## src/rtl/serial_adder_ctrl.sv

```systemverilog
// rtl/serial_adder_ctrl.sv - bit-serial adder controller sharing one full-adder cell, LSB first
module serial_adder_ctrl #(
  parameter int WIDTH = 8
) (
  input  logic             CLK,
  input  logic             RST,
  input  logic             Start,
  input  logic [WIDTH-1:0] A,
  input  logic [WIDTH-1:0] B,
  input  logic             Cin,
  output logic             Busy,
  output logic             Done,
  output logic [WIDTH-1:0] Sum,
  output logic             Cout,
  output logic             Overflow
);

  localparam int CW = $clog2(WIDTH);
  localparam logic [CW-1:0] LAST_BIT   = CW'(WIDTH - 1);
  localparam logic [CW-1:0] MSB_FEEDER = CW'(WIDTH - 2);

  typedef enum logic [1:0] {
    S_IDLE,
    S_ADD,
    S_DONE
  } state_t;

  state_t           r_state;
  state_t           w_next;
  logic             w_accept;
  logic             w_last;
  logic             w_sum_bit;
  logic             w_carry_out;
  logic [WIDTH-1:0] w_sum_final;

  logic [WIDTH-1:0] r_a;
  logic [WIDTH-1:0] r_b;
  logic [WIDTH-1:0] r_psum;
  logic [WIDTH-1:0] r_sum;
  logic [CW-1:0]    r_cnt;
  logic             r_carry;
  logic             r_carry_msb;
  logic             r_cout;
  logic             r_ovf;

  // The single shared full-adder cell works on the operand LSBs and the carry FF.
  assign w_sum_bit   = r_a[0] ^ r_b[0] ^ r_carry;
  assign w_carry_out = (r_a[0] & r_b[0]) | (r_carry & (r_a[0] ^ r_b[0]));
  assign w_last      = (r_cnt == LAST_BIT);
  // The final sum includes the bit being produced on the edge that enters DONE.
  assign w_sum_final = {w_sum_bit, r_psum[WIDTH-1:1]};

  // State register.
  always_ff @(posedge CLK or posedge RST) begin
    if (RST) begin
      r_state <= S_IDLE;
    end else begin
      r_state <= w_next;
    end
  end

  // Next-state decode; a Start in DONE is accepted just like in IDLE.
  always_comb begin
    w_next   = r_state;
    w_accept = 1'b0;
    case (r_state)
      S_IDLE: begin
        if (Start) begin
          w_accept = 1'b1;
          w_next   = S_ADD;
        end
      end
      S_ADD: begin
        if (w_last) begin
          w_next = S_DONE;
        end
      end
      S_DONE: begin
        if (Start) begin
          w_accept = 1'b1;
          w_next   = S_ADD;
        end else begin
          w_next = S_IDLE;
        end
      end
      default: w_next = S_IDLE;
    endcase
  end

  // Operand/partial-sum shifting, carry tracking and result capture on the last bit.
  always_ff @(posedge CLK or posedge RST) begin
    if (RST) begin
      r_a         <= '0;
      r_b         <= '0;
      r_psum      <= '0;
      r_sum       <= '0;
      r_cnt       <= '0;
      r_carry     <= 1'b0;
      r_carry_msb <= 1'b0;
      r_cout      <= 1'b0;
      r_ovf       <= 1'b0;
    end else if (w_accept) begin
      r_a         <= A;
      r_b         <= B;
      r_psum      <= '0;
      r_cnt       <= '0;
      r_carry     <= Cin;
      r_carry_msb <= 1'b0;
    end else if (r_state == S_ADD) begin
      r_a     <= r_a >> 1;
      r_b     <= r_b >> 1;
      r_psum  <= w_sum_final;
      r_carry <= w_carry_out;
      // Carry leaving bit WIDTH-2 is the carry into the MSB, needed for signed overflow.
      if (r_cnt == MSB_FEEDER) begin
        r_carry_msb <= w_carry_out;
      end
      if (w_last) begin
        r_sum  <= w_sum_final;
        r_cout <= w_carry_out;
        r_ovf  <= r_carry_msb ^ w_carry_out;
      end else begin
        r_cnt <= r_cnt + CW'(1);
      end
    end
  end

  assign Busy     = (r_state == S_ADD);
  assign Done     = (r_state == S_DONE);
  assign Sum      = r_sum;
  assign Cout     = r_cout;
  assign Overflow = r_ovf;

endmodule

```

## config.mk

```make
export PLATFORM = sky130hd
export DESIGN_NAME = serial_adder_ctrl
export DESIGN_NICKNAME = d
export VERILOG_FILES = /design/src/rtl/serial_adder_ctrl.sv
export SDC_FILE = /design/constraint.sdc
export NUM_CORES = 1
export LEC_CHECK = 0
export CORE_MARGIN = 3
export CORE_UTILIZATION = 50
export CTS_CLUSTER_SIZE = 8
export DETAILED_ROUTE_END_ITERATION = 8
export MAX_ROUTING_LAYER = met4
export PLACE_DENSITY = 0.77
export SLEW_MARGIN = 0
export SYNTH_ARGS = -nofsm -noshare
export SYNTH_HDL_FRONTEND = slang
export SYNTH_SLANG_ARGS = --single-unit
```

## constraint.sdc

```tcl
create_clock -name CLK -period 3.6 [get_ports CLK]
set_clock_uncertainty 0.15 [all_clocks]
set_input_delay 0.36 -clock CLK [delete_from_list [all_inputs] [get_ports CLK]]
set_output_delay 0.36 -clock CLK [all_outputs]
set_load 0.05 [all_outputs]
```

* After elaboration in Yosys (flattened, before gate mapping)
Cells that the tools add are included.
** Word-level totals
- Bits in registers :: 41
- Bits in latches :: 0
- Bits in writable memories :: 0
- Bits in read-only memories :: 0
- Input port bits :: 20
- Output and inout bits :: 12
- Logic and storage cells :: 53
- Memories kept :: 0
** Cells by class
- $add $sub $neg :: 1
- Multipliers :: 0
- Divide/modulo/power cells :: 0
- Order comparisons :: 0
- Equal/unequal tests :: 7
- Shift operators :: 0
- Multiplexer cells :: 20
- Bitwise logic cells :: 7
- Reduce and logical (&&, ||, !) cells :: 8
** Operator list (count)
- 2-to-1 mux 8 bit :: 6
- 2-to-1 mux 3 bit :: 3
- 2-to-1 mux 1 bit :: 8
- equality test 3 bit (second input constant) :: 2
- one-hot mux 2 bit (3 select lines) :: 1
- AND reduction 2 bit :: 3
- 2-to-1 mux 2 bit :: 2
- != test 2 bit (second input constant) :: 2
- nonzero test 2 bit :: 2
- adder 3 x 1 -> 3 bit (second input constant) :: 1
- AND reduction 3 bit :: 1
- bitwise XOR 1 bit :: 3
- bitwise AND 1 bit :: 2
- equality test 2 x 1 -> 1 bit (second input constant) :: 1
- equality test 2 bit (second input constant) :: 1
- logical NOT 2 bit :: 1
- != test 2 x 1 -> 1 bit (second input constant) :: 1
- OR reduction 2 bit :: 1
- inverter 1 bit :: 1
- OR 1 bit :: 1

* Longest topological paths before layout
Gate-level depths: netlist (run 1).
- Depth after elaboration :: 6
- Depth in mapped cells :: 6
- Mapped depth without buffers :: 5

* Worst setup path before layout (run 1)
No wires, ideal clock.
- Path type :: flip-flop to flip-flop
- From :: reg r_cnt[0]
- To :: reg r_cnt[0]
- Arrival time :: 1.389 ns
- Data required time :: 3.327 ns
- Slack :: 1.938 ns
- Cell stages (with the launch flop) :: 7
- Buffers on the path :: 1
- Period minus slack after synthesis :: 1.662 ns
- Cells stage by stage :: dfrtp_1 ha_1 ha_1 or3b_1 clkbuf_2 nand3_1 o21ai_1
** Between the ends
- Longest elaborated chain between the ends :: 4
- Elaborated cells on any way between the ends :: 7
- Those cells by class :: 1 x add/sub; 2 x eq/ne; 3 x mux; 1 x reduce/logical
** Ends and longest elaborated chain
- start: declaration :: RTL line 40 : logic [CW-1:0] r_cnt;
- start signal: assignment :: RTL line 123 : r_cnt <= r_cnt + CW'(1);
- adder 3 x 1 -> 3 bit :: RTL line 123
- 2-to-1 mux 3 bit :: RTL line 118 : if (w_last) begin
- 2-to-1 mux 3 bit :: RTL line 109 : end else if (r_state == S_ADD) begin
- 2-to-1 mux 3 bit :: RTL line 102 : end else if (w_accept) begin
Parallel ways exist; a longest one is shown, timed or not. The select of a mux whose other input is x is not followed.
A chain may end at the register's enable or synchronous reset.

* Final worst setup path (run 1)
- From :: reg r_state[1]
- To :: out Busy
** Between the ends
- Longest elaborated chain between the ends :: 1
** Ends and longest elaborated chain
- start: declaration :: RTL line 28 : state_t r_state;
- start signal: assignment :: RTL line 58 : r_state <= w_next;
- equality test 2 x 1 -> 1 bit :: RTL line 128 : assign Busy = (r_state == S_ADD);
- end: declaration :: RTL line 11 : output logic Busy,
No other way between the ends.

==> results.json, run 1 <==
{
  "outcome": "finished, final reports clean",
  "ctsResizeCount": 0,
  "dp_hpwl_microns": 2387,
  "rsz0062_at_grt": "no",
  "clk_latency_ps": 330,
  "synthCells": 143,
  "dpl_cell_area_sq_um": 2013,
  "grt_pass1_wl_microns": 5609,
  "critPathTopFamily": "buffers and inverters",
  "post-route-period-util_pct": 81.76,
  "grtUsageTotal_pct": 17.99,
  "timing.rr.start": "r_cnt[0]",
  "reg2reg_to": "Sum[5]",
  "path_cells": "nand2b_1, inv_8, clkdlybuf4s50_1",
  "drt_iter0_markers": 112,
  "firstDrtPassIters": 4,
  "coreArea_sq_um": 3153,
  "yosysTopAreaCellShare_pct": 58.65,
  "combPwrFrac_pct": 44.6,
  "cts_max_path_buffers": 2,
  "synth_xor_area_share_pct": 0.5132,
  "drtAntennaViolNets": 0,
  "hold_slack_ps": 290.4,
  "synthAdderAreaFrac_pct": 3.372,
  "die_w_microns": 64.43,
  "path_buf_inv": 2,
  "holdBufCountCts": 0,
  "power.internal_mw": 1.136,
  "slew_viol_final": 0,
  "arrival_ps": 2430,
  "grt_overflow": 0,
  "yosys_warnings": 0,
  "critPathLaunch": "r_state[1]",
  "drc": 0,
  "synth_area_sq_um": 1707,
  "start_util_pct": 54.13,
  "cp-start-kind": "register",
  "finalWorstPathRequiredPeriod_ps": 2943,
  "p_clk_share_pct": 15.0,
  "synth_top_family_by_area": "compound AO/OA/AOI/OAI gates",
  "drive_above_1_share_pct": 11.49,
  "finalHoldViolations": 0,
  "max_freq_mhz": 339.8,
  "p_leak_nw": 0.9774,
  "cts_sinks": 40,
  "clkSlewWorstSetupHoldPaths_ps": 120,
  "hold_path.class": "in2async",
  "crit_fanout": 25,
  "ys_seq_area_share_pct": 58.65,
  "synth_compound_area_share_pct": 12.98,
  "p_sw_mw": 0.7887,
  "gp_congestion": 0.8370,
  "final_nets": 197,
  "cp.depth": 3,
  "postCtsSetupBuffers": 0,
  "cp_slowest_cell": "clkdlybuf4s50_1",
  "dieArea_sq_um": 4151,
  "crit_type": "reg2out",
  "cts_tree": "built",
  "worst_slew_pin_slew_ps": 778.6,
  "post-route-util_pct": 66.27,
  "grt_max_degree": 41,
  "die_h_microns": 64.43,
  "syn_to_final_growth_pct": 22.43,
  "avgSynthCellArea_sq_um": 11.93,
  "swShare_pct": 40.97,
  "final_cell_mix": "dfrtp_1 (40), clkdlybuf4s50_1 (31), nand2_1 (18), nand3_1 (18), a22oi_1 (15)",
  "num_io_pins": 32,
  "cts_made_buffers": 5,
  "viasPerCell": 5.445,
  "wirelength_microns": 3394,
  "num_vias": 1187,
  "stdcell_area_sq_um": 2090,
  "antenna_found_initial": 0,
  "fill_cells": 256,
  "tns_ps": 0,
  "vdd_drop_max_mv": 0.4945,
  "grt_pass1_vias": 1199,
  "critPathMaxStageDelay_ps": 840,
  "post_drt_wl_per_cell_microns": 15.57,
  "antenna_cells": 0,
  "setup_viol": 0,
  "cap_viol_max_count": 0,
  "cts_root_buffer": "clkbuf_4",
  "synthDistinctLibCells": 24,
  "required_ps": 3090,
  "seqPwrFrac_pct": 40.5,
  "p_per_area_nw_per_um2": 921.4,
  "final_common_cell": "dfrtp_1",
  "end_kind": "output pin",
  "row_count": 20,
  "ff2ff_setup_slack_ps": 1610,
  "synth_area_leaders": "dfrtp_1 (59%), a22oi_1 (6.6%), mux2_2 (5.9%)",
  "p_total_mw": 1.925,
  "ys_seq_elements": 40,
  "yosys.area_share.simple_pct": 12.68,
  "slew_headroom_pct": 48.09,
  "synthMuxAreaShare_pct": 5.938,
  "reg2reg_depth": 4,
  "synth_top_cell_by_area": "dfrtp_1",
  "crit_path_end": "Busy",
  "syn_nets": 167,
  "portBuffers": 31,
  "htree_num_levels": 2
}
==> power groups by stage <==
stage | clock network, mW | registers (mW) | logic (mW)
after floorplan | 0 | 0.909 | 0.529
after global placement | 0 | 0.770 | 0.824
after detailed placement | 0 | 0.787 | 0.865
after CTS | 0.290 | 0.778 | 0.869
after global routing | 0.316 | 0.802 | 0.937
final | 0.288 | 0.779 | 0.858
==> registers in the layout (all words and copies together), names as in the netlist <==
signal and cells:
r_psum 7, Overflow 1, r_cnt 3, r_b 8
Cout 1, r_carry 1, Sum 8, r_carry_msb 1
r_a 8, r_state 2
==> layout make-up <==
| class | count | area (sq um) | area share (%) |
|---|---|---|---|
| Sequential cell | 40 | 1001 | 47.90 |
| Multi-Input combinational cell | 88 | 605.6 | 28.98 |
| Timing Repair Buffer | 33 | 325.3 | 15.57 |
| Tap cell | 44 | 55.05 | 2.635 |
| Clock buffer | 6 | 41.29 | 1.976 |
| Clock inverter | 2 | 35.03 | 1.677 |
| Inverter | 5 | 26.28 | 1.257 |
==> per-stage QoR <==
| stage | instances | setup slack, ps |
|---|---|---|
| 2_1_floorplan | 143 | 1938 |
| 3_3_place_gp | 210 | 1096 |
| 3_5_place_dp | 210 | 1061 |
| 4_1_cts | 218 | 678.0 |
| 5_1_grt | 218 | 538.4 |
| 6_report | 218 | 656.8 |
==> cells in the mapped netlist <==
| master | count |
|---|---|
| a21oi_1 | 1 |
| a22o_1 | 9 |
| a22oi_1 | 15 |
| buf_2 | 4 |
| buf_4 | 2 |
| buf_6 | 3 |
| clkbuf_2 | 1 |
| dfrtp_1 | 40 |
| fa_1 | 1 |
| ha_1 | 3 |
| inv_1 | 4 |
| inv_8 | 1 |
| mux2_2 | 9 |
| nand2_1 | 18 |
| nand2b_1 | 2 |
| nand3_1 | 18 |
| nand3b_1 | 1 |
| nand4_1 | 1 |
| nor2_4 | 1 |
| nor2b_1 | 2 |
| o21ai_0 | 2 |
| o21ai_1 | 3 |
| or3b_1 | 1 |
| xnor2_1 | 1 |
==> metal layers <==
metal  share of wire [%]  global-route usage, %
met5                   0                      -
met4                0.44                  5.277
met3                 3.7                  4.853
met2                  52                  29.64
met1                  43                  21.86
==> logic make-up (layout without fill, tap and decap cells) <==
logic type / Yosys count / count (layout)
AND/OR/NAND/NOR: 44 / 44
XOR/XNOR: 1 / 1
AO/OA/AOI/OAI: 30 / 30
flip-flops: 40 / 40
multiplexers: 9 / 9
buffers and inverters: 15 / 46
adder cells (fa/ha/maj): 4 / 4
==> how the worst min path moves through the flow <==
stage	endpoint	slack (ps)
2_1_floorplan	r_psum[1]	310
3_3_place_gp	Overflow	310
3_5_place_dp	r_a[4]	330
4_1_cts	r_psum[4]	310
5_1_grt	Overflow	320
6_report	r_psum[4]	290
==> worst reg2reg max path, delay by kind of cell, from the launching register on <==
kind                     cells  cell delay (ps)
adder cells (fa/ha/maj)      2              420
flip-flops                   1              430
multiplexers                 1              420
AND/OR/NAND/NOR              1              470
Note: power is estimated with default switching activity, not from simulation.
==> run 2, diff against run 1 <==
==> constraint.sdc (replaced) <==
create_clock -name CLK -period 2.8 [get_ports CLK]
set_clock_uncertainty 0.15 [all_clocks]
set_input_delay 0.28 -clock CLK [delete_from_list [all_inputs] [get_ports CLK]]
set_output_delay 0.28 -clock CLK [all_outputs]
set_load 0.05 [all_outputs]
==> results.json, run 2 (synthesized netlist as in run 1, its figures left out) <==
{
  "p_leak_nw": 0.9717,
  "finalWorstPathRequiredPeriod_ps": 2422,
  "num_vias": 1200,
  "cts_tree": "built",
  "grt_pass1_wl_microns": 5540,
  "portBuffers": 31,
  "final_common_cell": "dfrtp_1",
  "crit_fanout": 25,
  "postCtsSetupBuffers": 0,
  "coreArea_sq_um": 3153,
  "final_cell_mix": "dfrtp_1 (40), clkdlybuf4s50_1 (31), nand2_1 (18), nand3_1 (18), a22oi_1 (15)",
  "start_util_pct": 54.13,
  "slew_headroom_pct": 53.34,
  "final_nets": 198,
  "drive_above_1_share_pct": 12.00,
  "num_io_pins": 32,
  "htree_num_levels": 2,
  "dieArea_sq_um": 4151,
  "p_sw_mw": 0.9932,
  "drt_iter0_markers": 79,
  "worst_slew_pin_slew_ps": 698.5,
  "drc": 0,
  "p_per_area_nw_per_um2": 1152,
  "cp-start-kind": "register",
  "viasPerCell": 5.479,
  "crit_type": "reg2out",
  "dp_hpwl_microns": 2191,
  "holdBufCountCts": 0,
  "cts_sinks": 40,
  "antenna_cells": 0,
  "cap_viol_max_count": 0,
  "tns_ps": 0,
  "combPwrFrac_pct": 46.0,
  "finalHoldViolations": 0,
  "hold_path.class": "in2async",
  "max_freq_mhz": 413.0,
  "stdcell_area_sq_um": 2083,
  "post_drt_wl_per_cell_microns": 14.00,
  "rsz0062_at_grt": "no",
  "outcome": "finished, final reports clean",
  "cts_made_buffers": 5,
  "grt_pass1_vias": 1242,
  "dpl_cell_area_sq_um": 2021,
  "syn_to_final_growth_pct": 22.07,
  "reg2reg_depth": 4,
  "timing.rr.start": "r_cnt[0]",
  "ctsResizeCount": 0,
  "setup_viol": 0,
  "slew_viol_final": 0,
  "clk_latency_ps": 340,
  "firstDrtPassIters": 4,
  "die_h_microns": 64.43,
  "antenna_found_initial": 0,
  "grtUsageTotal_pct": 17.86,
  "drtAntennaViolNets": 0,
  "gp_congestion": 0.7404,
  "post-route-period-util_pct": 86.48,
  "end_kind": "output pin",
  "wirelength_microns": 3065,
  "clkSlewWorstSetupHoldPaths_ps": 110,
  "grt_overflow": 0,
  "power.internal_mw": 1.406,
  "grt_max_degree": 41,
  "die_w_microns": 64.43,
  "vdd_drop_max_mv": 0.5890,
  "seqPwrFrac_pct": 41.5,
  "cts_max_path_buffers": 2,
  "fill_cells": 260,
  "row_count": 20,
  "required_ps": 2370,
  "cts_root_buffer": "clkbuf_4",
  "arrival_ps": 1990,
  "critPathLaunch": "r_state[1]",
  "p_clk_share_pct": 12.5,
  "swShare_pct": 41.40
}
[run 2: changes by cell type in the layout (fill, tap and decap cells not counted), sizes merged]
cell | before | now
bufinv | 1 | 0
clkinv | 1 | 0
clkbuf | 6 | 7
buf | 2 | 3
clkinvlp | 0 | 1
[run 2: cell type report]
class | instances | area, sq um | area share (%)
clock inverter | 1 | 7.507 | 0.3604
inverter | 5 | 26.28 | 1.261
multi-input combinational | 88 | 605.6 | 29.07
timing repair buffer | 34 | 332.8 | 15.98
tap | 44 | 55.05 | 2.643
sequential | 40 | 1001 | 48.05
clock buffer | 7 | 55.05 | 2.643
[run 2: stage by stage]
step                      std cells  total power [mW]  util, %  hold slack [ps]  setup WS [ps]
after floorplan                 143             1.850        -            258.1           1138
after global placement          211             2.062    64.09            312.9          771.7
after detailed placement        211             2.121    64.09            342.4          751.9
after CTS                       219             2.424    66.07            208.4          366.2
after global routing            219             2.594    66.07            253.5          304.9
final                           219             2.399    66.07            193.7          378.5
[run 2: per-layer routing]
| metal | track usage [%] | vias to the layer above | part of all wire [%] |
|---|---|---|---|
| li1 | - | 571 | - |
| met1 | 20.56 | 596 | 43 |
| met2 | 30.67 | 28 | 51 |
| met3 | 4.159 | 5 | 4.9 |
| met4 | 6.332 | 0 | 1.4 |
| met5 | - | - | 0 |
[run 2: power groups by stage]
stage                     Sequential (mW)  Clock [mW]  Combinational [mW]
after global placement              0.989           0                1.07
final                               0.995       0.300                1.10
after CTS                           0.996       0.314                1.11
after global routing                 1.03       0.336                1.22
after floorplan                      1.17           0               0.681
after detailed placement             1.01           0                1.11
[run 2: path summary, 6_finish.rpt]
path | slack [ps] | to
max | 380 | Busy
min | 190 | Sum[7]
max reg2reg | 890 | Sum[3]
min reg2reg | 350 | Overflow
max in group asynchronous | 1960 | r_state[0]
min in group CLK | 350 | Overflow
[run 2: critical path, stage by stage (launching register included)]
cell             delay, ps
dfrtp_1                400
nand2b_1               240
inv_8                  180
clkdlybuf4s50_1        830
